$ cat src/rtl/acc_ctrl16_if.sv
// Handshake and adder-side bus of acc_ctrl16: command in, result out, and
// the register-driven connection to the external 16-bit adder/subtractor.
interface acc_ctrl16_if;
  logic        in_valid;
  logic        in_ready;
  logic [1:0]  cmd;
  logic [15:0] operand;
  logic [15:0] add_a;
  logic [15:0] add_b;
  logic        add_op;
  logic [15:0] add_sum;
  logic        add_cout;
  logic        out_valid;
  logic        out_ready;
  logic [15:0] acc;
  logic        flag_z;
  logic        flag_n;
  logic        flag_c;
  logic        flag_v;

  modport slave (
    input  in_valid, cmd, operand, add_sum, add_cout, out_ready,
    output in_ready, add_a, add_b, add_op, out_valid, acc,
           flag_z, flag_n, flag_c, flag_v
  );

  modport master (
    output in_valid, cmd, operand, add_sum, add_cout, out_ready,
    input  in_ready, add_a, add_b, add_op, out_valid, acc,
           flag_z, flag_n, flag_c, flag_v
  );
endinterface

$ cat src/rtl/acc_ctrl16.sv
// Control stage around an external 16-bit adder/subtractor: accepts a command,
// runs it through the adder for one cycle and holds the accumulator and flags.
module acc_ctrl16 (
  input logic         clk,
  input logic         rst,
  acc_ctrl16_if.slave bus
);

  localparam logic [1:0] ST_IDLE  = 2'd0;
  localparam logic [1:0] ST_EXEC  = 2'd1;
  localparam logic [1:0] ST_DONE  = 2'd2;

  localparam logic [1:0] CMD_CLR  = 2'b00;
  localparam logic [1:0] CMD_LOAD = 2'b01;
  localparam logic [1:0] CMD_ADD  = 2'b10;
  localparam logic [1:0] CMD_SUB  = 2'b11;

  logic [1:0]  state_q, state_d;
  logic [1:0]  cmd_q, cmd_d;
  logic [15:0] opnd_q, opnd_d;
  logic [15:0] acc_q, acc_d;
  logic        z_q, z_d;
  logic        n_q, n_d;
  logic        c_q, c_d;
  logic        v_q, v_d;

  // Next-state, command capture and accumulator/flag update
  always_comb begin
    state_d = state_q;
    cmd_d   = cmd_q;
    opnd_d  = opnd_q;
    acc_d   = acc_q;
    z_d     = z_q;
    n_d     = n_q;
    c_d     = c_q;
    v_d     = v_q;
    case (state_q)
      ST_IDLE: begin
        if (bus.in_valid) begin
          state_d = ST_EXEC;
          cmd_d   = bus.cmd;
          opnd_d  = bus.operand;
        end else begin
          state_d = ST_IDLE;
        end
      end
      ST_EXEC: begin
        state_d = ST_DONE;
        case (cmd_q)
          CMD_CLR: begin
            acc_d = 16'h0000;
            c_d   = 1'b0;
            v_d   = 1'b0;
          end
          CMD_LOAD: begin
            acc_d = opnd_q;
            c_d   = 1'b0;
            v_d   = 1'b0;
          end
          CMD_ADD: begin
            acc_d = bus.add_sum;
            c_d   = bus.add_cout;
            v_d   = (acc_q[15] == opnd_q[15]) && (bus.add_sum[15] != acc_q[15]);
          end
          CMD_SUB: begin
            // adder cout for subtraction is the inverted borrow
            acc_d = bus.add_sum;
            c_d   = bus.add_cout;
            v_d   = (acc_q[15] != opnd_q[15]) && (bus.add_sum[15] != acc_q[15]);
          end
          default: begin
            acc_d = 16'h0000;
            c_d   = 1'b0;
            v_d   = 1'b0;
          end
        endcase
        z_d = (acc_d == 16'h0000);
        n_d = acc_d[15];
      end
      ST_DONE: begin
        if (bus.out_ready) begin
          state_d = ST_IDLE;
        end else begin
          state_d = ST_DONE;
        end
      end
      default: begin
        state_d = ST_IDLE;
      end
    endcase
  end

  // State, command, operand, accumulator and flag registers
  always_ff @(posedge clk or posedge rst) begin
    if (rst) begin
      state_q <= ST_IDLE;
      cmd_q   <= CMD_CLR;
      opnd_q  <= 16'h0000;
      acc_q   <= 16'h0000;
      z_q     <= 1'b0;
      n_q     <= 1'b0;
      c_q     <= 1'b0;
      v_q     <= 1'b0;
    end else begin
      state_q <= state_d;
      cmd_q   <= cmd_d;
      opnd_q  <= opnd_d;
      acc_q   <= acc_d;
      z_q     <= z_d;
      n_q     <= n_d;
      c_q     <= c_d;
      v_q     <= v_d;
    end
  end

  assign bus.in_ready  = (state_q == ST_IDLE);
  assign bus.out_valid = (state_q == ST_DONE);
  assign bus.add_a     = acc_q;
  assign bus.add_b     = opnd_q;
  assign bus.add_op    = (cmd_q == CMD_SUB);
  assign bus.acc       = acc_q;
  assign bus.flag_z    = z_q;
  assign bus.flag_n    = n_q;
  assign bus.flag_c    = c_q;
  assign bus.flag_v    = v_q;

endmodule

$ cat src/flat_wrapper.sv
// flat-port wrapper written by rule: the top's interface ports become plain ports
module acc_ctrl16_flat 
  (clk, rst, bus_in_valid, bus_cmd, bus_operand, bus_add_sum, bus_add_cout, bus_out_ready, bus_in_ready, bus_add_a, bus_add_b, bus_add_op, bus_out_valid, bus_acc, bus_flag_z, bus_flag_n, bus_flag_c, bus_flag_v);
  acc_ctrl16_if bus_i ();
  input logic clk;
  input logic rst;
  input wire logic [$bits(bus_i.in_valid)-1:0] bus_in_valid;
  input wire logic [$bits(bus_i.cmd)-1:0] bus_cmd;
  input wire logic [$bits(bus_i.operand)-1:0] bus_operand;
  input wire logic [$bits(bus_i.add_sum)-1:0] bus_add_sum;
  input wire logic [$bits(bus_i.add_cout)-1:0] bus_add_cout;
  input wire logic [$bits(bus_i.out_ready)-1:0] bus_out_ready;
  output wire logic [$bits(bus_i.in_ready)-1:0] bus_in_ready;
  output wire logic [$bits(bus_i.add_a)-1:0] bus_add_a;
  output wire logic [$bits(bus_i.add_b)-1:0] bus_add_b;
  output wire logic [$bits(bus_i.add_op)-1:0] bus_add_op;
  output wire logic [$bits(bus_i.out_valid)-1:0] bus_out_valid;
  output wire logic [$bits(bus_i.acc)-1:0] bus_acc;
  output wire logic [$bits(bus_i.flag_z)-1:0] bus_flag_z;
  output wire logic [$bits(bus_i.flag_n)-1:0] bus_flag_n;
  output wire logic [$bits(bus_i.flag_c)-1:0] bus_flag_c;
  output wire logic [$bits(bus_i.flag_v)-1:0] bus_flag_v;
  assign bus_i.in_valid = bus_in_valid;
  assign bus_i.cmd = bus_cmd;
  assign bus_i.operand = bus_operand;
  assign bus_i.add_sum = bus_add_sum;
  assign bus_i.add_cout = bus_add_cout;
  assign bus_i.out_ready = bus_out_ready;
  assign bus_in_ready = bus_i.in_ready;
  assign bus_add_a = bus_i.add_a;
  assign bus_add_b = bus_i.add_b;
  assign bus_add_op = bus_i.add_op;
  assign bus_out_valid = bus_i.out_valid;
  assign bus_acc = bus_i.acc;
  assign bus_flag_z = bus_i.flag_z;
  assign bus_flag_n = bus_i.flag_n;
  assign bus_flag_c = bus_i.flag_c;
  assign bus_flag_v = bus_i.flag_v;
  acc_ctrl16 u_core (.clk(clk), .rst(rst), .bus(bus_i));
endmodule
$ cat config.mk
export PLATFORM = sky130hd
export DESIGN_NAME = acc_ctrl16_flat
export DESIGN_NICKNAME = d
export VERILOG_FILES = /design/src/rtl/acc_ctrl16_if.sv /design/src/rtl/acc_ctrl16.sv /design/src/flat_wrapper.sv
export SDC_FILE = /design/constraint.sdc
export NUM_CORES = 1
export LEC_CHECK = 0
export BUFFER_PORTS_ARGS = -buffer_cell sky130_fd_sc_hd__buf_2
export CORE_ASPECT_RATIO = 2
export CORE_MARGIN = 10
export CORE_UTILIZATION = 45
export DETAILED_ROUTE_END_ITERATION = 6
export PLACE_DENSITY = 0.79
export SLEW_MARGIN = 20
export SYNTH_ARGS = -nofsm -noshare
export SYNTH_HDL_FRONTEND = slang
export SYNTH_SLANG_ARGS = --single-unit
$ cat constraint.sdc
create_clock -name clk -period 1.39 [get_ports clk]
set_input_delay 0.278 -clock clk [delete_from_list [all_inputs] [get_ports clk]]
set_output_delay 0.278 -clock clk [all_outputs]
set_load 0.01 [all_outputs]
[Word level (Yosys, flattened, before mapping)]
Index checks and enable logic that the tools add are counted.
Word-level totals
  memories: 0
  bits in latches: 0
  RAM bits: 0
  flip-flop bits (word level): 40
  bits in read-only memories: 0
  output and inout bits: 55
Cells by class
  multiplexer cells: 7
  magnitude comparators: 0
  bitwise gates (word level): 0
  shift-type cells: 0
  $mul: 0
  reduce and logical (&&, ||, !) cells: 8
  add/sub/neg operators: 0
  eq/ne operators: 8
  div/mod/pow operators: 0
Operator list (count)
  case mux 16 bit (3 select lines): 1
  logical NOT 16 bit: 1
  2-to-1 mux 16 bit: 1
  equality test 2 bit (second input constant): 3
  case mux 2 bit (3 select lines): 1
  equality test 2 x 1 -> 1 bit (second input constant): 2
  logical NOT 2 bit: 2
  OR reduction 2 bit: 2
  case mux 1 bit (3 select lines): 1
  logical AND 1 bit: 2
  2-to-1 mux 2 bit: 1
  != test 1 bit: 2
  case mux 1 bit (2 select lines): 1
  AND reduction 2 bit: 1
  equality test 1 bit: 1
  2-to-1 mux 1 bit: 1

[Logic depth before layout (Yosys ltp)]
  word-level depth: 5
  gate-level depth with buffers: 5
  gate-level depth less buffers: 4

[Worst setup path after synthesis]
OpenSTA, ideal clock, no wires.
  kind: flip-flop to flip-flop
  start point: register u_core.state_q[1]
  end point: register u_core.opnd_q[10], in the netlist u_core.bus.add_b[10]
  stages on the path, launching flop included: 5
  path slack: -7 ps
  setup time: 125 ps
  arrival time: 1273 ps
  buffers on the path: 1
  clock period less this slack: 1397 ps
  cells stage by stage: dfrtp_1 > nor2_1 > and2_1 > buf_2 > mux2_2
Between the ends
  cells in the longest elaborated chain, start to end: 2
Ends and longest elaborated chain
  start, declared: RTL line acc_ctrl16.sv:18  | logic [1:0] state_q, state_d;
  start signal, assigned: RTL line acc_ctrl16.sv:105  | state_q <= state_d;
  logical NOT 2 bit
  net bus_in_ready: RTL line flat_wrapper.sv:13  | output wire logic [$bits(bus_i.in_ready)-1:0] bus_in_ready;
  AND reduction 2 bit (no source line)
  end signal, assigned: RTL line acc_ctrl16.sv:107  | opnd_q <= opnd_d;
  end, declared: RTL line acc_ctrl16.sv:20  | logic [15:0] opnd_q, opnd_d;
The timed path passes the listed nets, and every way through them passes these cells.
A chain may end at the register's enable or synchronous reset.

[Worst setup path in the final report]
  start point: register u_core.cmd_q[0]
  end point: output port bus_add_op
Between the ends
  cells in the longest elaborated chain, start to end: 1
Ends and longest elaborated chain
  start, declared: RTL line acc_ctrl16.sv:19  | logic [1:0] cmd_q, cmd_d;
  start signal, assigned: RTL line acc_ctrl16.sv:106  | cmd_q <= cmd_d;
  equality test 2 bit: RTL line acc_ctrl16.sv:120  | assign bus.add_op = (cmd_q == CMD_SUB);
  end, declared: RTL line flat_wrapper.sv:16  | output wire logic [$bits(bus_i.add_op)-1:0] bus_add_op;
Every way passes these cells.

==> metrics.md <==
| Metric | Value |
|---|---|
| Vias in the first global route | 1669 |
| CTS Hold Buffers Added | 0 |
| WP data arrival | 1.08 ns |
| Fmax | 738 MHz |
| Pre-antenna DRT Iters | 4 |
| Num CTS Buffers | 5 |
| Post-Synthesis Cells | 169 |
| Placed Cells | 295 |
| Maximum clock path buffer count | 2 |
| Initial antenna violation count | 0 |
| Worst Hold Class | in2async |
| Starting density of the core | 47.0% |
| Setup Skew | 0.00284 ns |
| I/O pin count | 94 |
| Crit-path max FO | 5 |
| Fin crit share | 97.5% |
| Register bit count reported by yosys | 39 |
| Diodes inserted | 0 |
| R2r startpoint | u_core.bus.add_b[8] |
| Least-Margin Pin Slew | 0.346 ns |
| Vias/cell | 5.11 |
| Finished Layout Cells | 304 |
| Crit path launch | u_core.cmd_q[0] |
| Crit path launch type | register |
| Sequential fraction of the synthesis area | 53.0% |
| Vias | 1554 |
| Fin crit period | 1.35 ns |
| DP Area | 0.00229 mm² |
| Gr usage total | 14.6% |
| Crit path capture type | output pin |
| Hold slack | 0.0316 ns |
| Gpl congestion | 0.824 |
| Largest stage delay, worst path | 0.39 ns |
| Worst-path clk slew | 0.06 ns |
| DRT iter0 DRCs | 46 |
| R2r endpoint | u_core.bus.flag_z |
| Die W | 65.3 µm |
| Post-synthesis instance area | 0.00184 mm² |
| Layout cell share with drive strength beyond 1 | 53.4% |
| Critical Path RT | 1.11 ns |
| Fill cell count | 382 |
| Total Nets Final | 293 |
| Crit-path slowest cell | dfrtp_1 |
| Post-DP HPWL | 4160 µm |
| CTS Sinks | 39 |
| Port Buffers | 93 |
| Total gr overflow | 0 |
| Reg2reg path depth | 4 |
| Die ar. | 0.00721 mm² |
| YS warnings | 0 |
| Commonest non-fill, non-tap cell in the layout | buf_2 |
| Syn Nets | 208 |
| Core Rows | 32 |
| TritonCTS clock tree | done |
| First-pass GRT wire length | 8260 µm |
| WL per Instance | 16.9 µm |
| VDD IR max | 0.00133 V |
| Status | finished clean |
| Max Cap Viol | 0 |
| Post-DRT Antenna Nets | 0 |
| Yosys cell types | 27 |
| Largest net degree at the start of global routing | 40 |
| Setup Total Neg Slack | 0 ns |
| Cell chain of the critical path | buf_6, and2_1, buf_2 |
| WL final | 5130 µm |
| H-tree depth | 2 |
| Final instance area | 0.00243 mm² |
| Critical path class | reg2out |
| R2R Setup Slk | 0.04 ns |
| Most frequent cells in the layout | buf_2 (93), dfrtp_1 (38), nand2_1 (21), mux2_2 (17) |
| Avg Cell Area, Syn | 10.9 µm² |
| LEAKAGE | 1.24 nW |
| Power Density | 2350 mW/mm² |
| Util after Layout | 61.9% |
| Hold Vio Cnt, Final | 0 |
| RSZ-0062 raised after global routing | true |
| Max transition margin | 76.9% |
| Clock latency on the worst-skew pair | 0.28 ns |
| Clock root buffer | clkbuf_8 |
| Area growth syn-to-layout | 31.7% |
| Core area | 0.00392 mm² |
| Slew Limit Fails | 0 |
| Post-route DRC | 0 |
| Final setup fails | 0 |
| DIE HEIGHT | 111 µm |
| Critical Path Sink | bus_add_op |
how the worst min path moves through the flow:
stage,cells after the start,to,startpoint,slack [ns]
6_report,3,u_core.bus.add_b[4],rst,0.03
5_1_grt,3,u_core.bus.add_b[4],rst,0.06
4_1_cts,3,u_core.bus.add_b[4],rst,0.04
3_5_place_dp,3,u_core.bus.acc[8],rst,0.34
3_3_place_gp,3,u_core.bus.add_b[4],rst,0.34
2_1_floorplan,1,u_core.state_q[1],bus_out_ready,0.39
synthesized netlist by cell type (all sizes together):
cell	n	area (µm²)
a22oi	16	120
and2	2	12.5
o31ai	1	7.51
o221ai	1	15.0
or3	1	6.26
nand2b	2	12.5
mux2	17	191
nor3	1	5.00
nor2b	2	12.5
a41o	1	10.0
buf	23	160
xnor2	1	8.76
or4	1	11.3
nor4	5	31.3
o21ai	21	113
nor2	3	11.3
nand2	21	78.8
inv	3	11.3
and3	2	13.8
dfrtp	39	976
a21oi	2	10.0
clkbuf	4	25.0
metal layers:
layer  up-vias  GRT usage (%)  wire [µm]  share of wire (%)
met5         -              0          0                  0
met4         0           6.88        137                2.7
met3        10           6.37        534                 10
met2        76           26.4       2900                 57
met1       719           13.1       1560                 30
li1        749              -          -                  -
area by class of cell:
class / count / area (µm²) / share of cell area [%]
multi-input combinational: 100 / 681 / 28.0
tap: 51 / 63.8 / 2.63
clock buffer: 6 / 72.6 / 2.99
timing repair buffer: 105 / 622 / 25.6
sequential: 39 / 977 / 40.3
inverter: 3 / 11.3 / 0.464
per-stage QoR:
step	setup WS (ns)	power, mW
after floorplan	0.0414	3.92
after global placement	-0.140	4.83
after detailed placement	-0.197	4.91
after CTS	0.0120	5.78
after global routing	-0.0247	6.19
final	0.0352	5.71
cell families (layout without fill, tap and decap cells):
logic type | after synthesis | in the layout | synth area share (%)
multiplexers | 17 | 17 | 10.4
XOR/XNOR | 1 | 1 | 0.475
buffers and inverters | 30 | 114 | 10.7
AND/OR/NAND/NOR | 40 | 40 | 10.6
AO/OA/AOI/OAI | 42 | 42 | 14.9
flip-flops | 39 | 39 | 53.0
what timing repair did:
action                                  in CTS  in global routing
endpoints found under the setup margin      17                 18
gates resized for setup                      3                  3
buffers inserted                             2                  1
cloned                                       1                  0
registers in the layout (all words and copies together) (netlist names):
register,flops
u_core.bus.add_b,16
u_core.bus.acc,15
u_core.cmd_q,2
u_core.state_q,2
u_core.bus.flag_c,1
u_core.bus.flag_n,1
u_core.bus.flag_v,1
u_core.bus.flag_z,1
report_power, final:
part           switching [mW]  internal, mW  leakage [nW]  total (mW)
clock network           0.336         0.334        0.0371       0.670
logic                    1.49          1.46         0.726        2.95
registers               0.432          1.66         0.481        2.09
worst max-delay path: cells and delay by family (launching register included):
kind / cells / cell delay, ns
flip-flops: 1 / 0.39
buffers and inverters: 2 / 0.26
AND/OR/NAND/NOR: 1 / 0.14
Power figures use the tool's default switching activity.
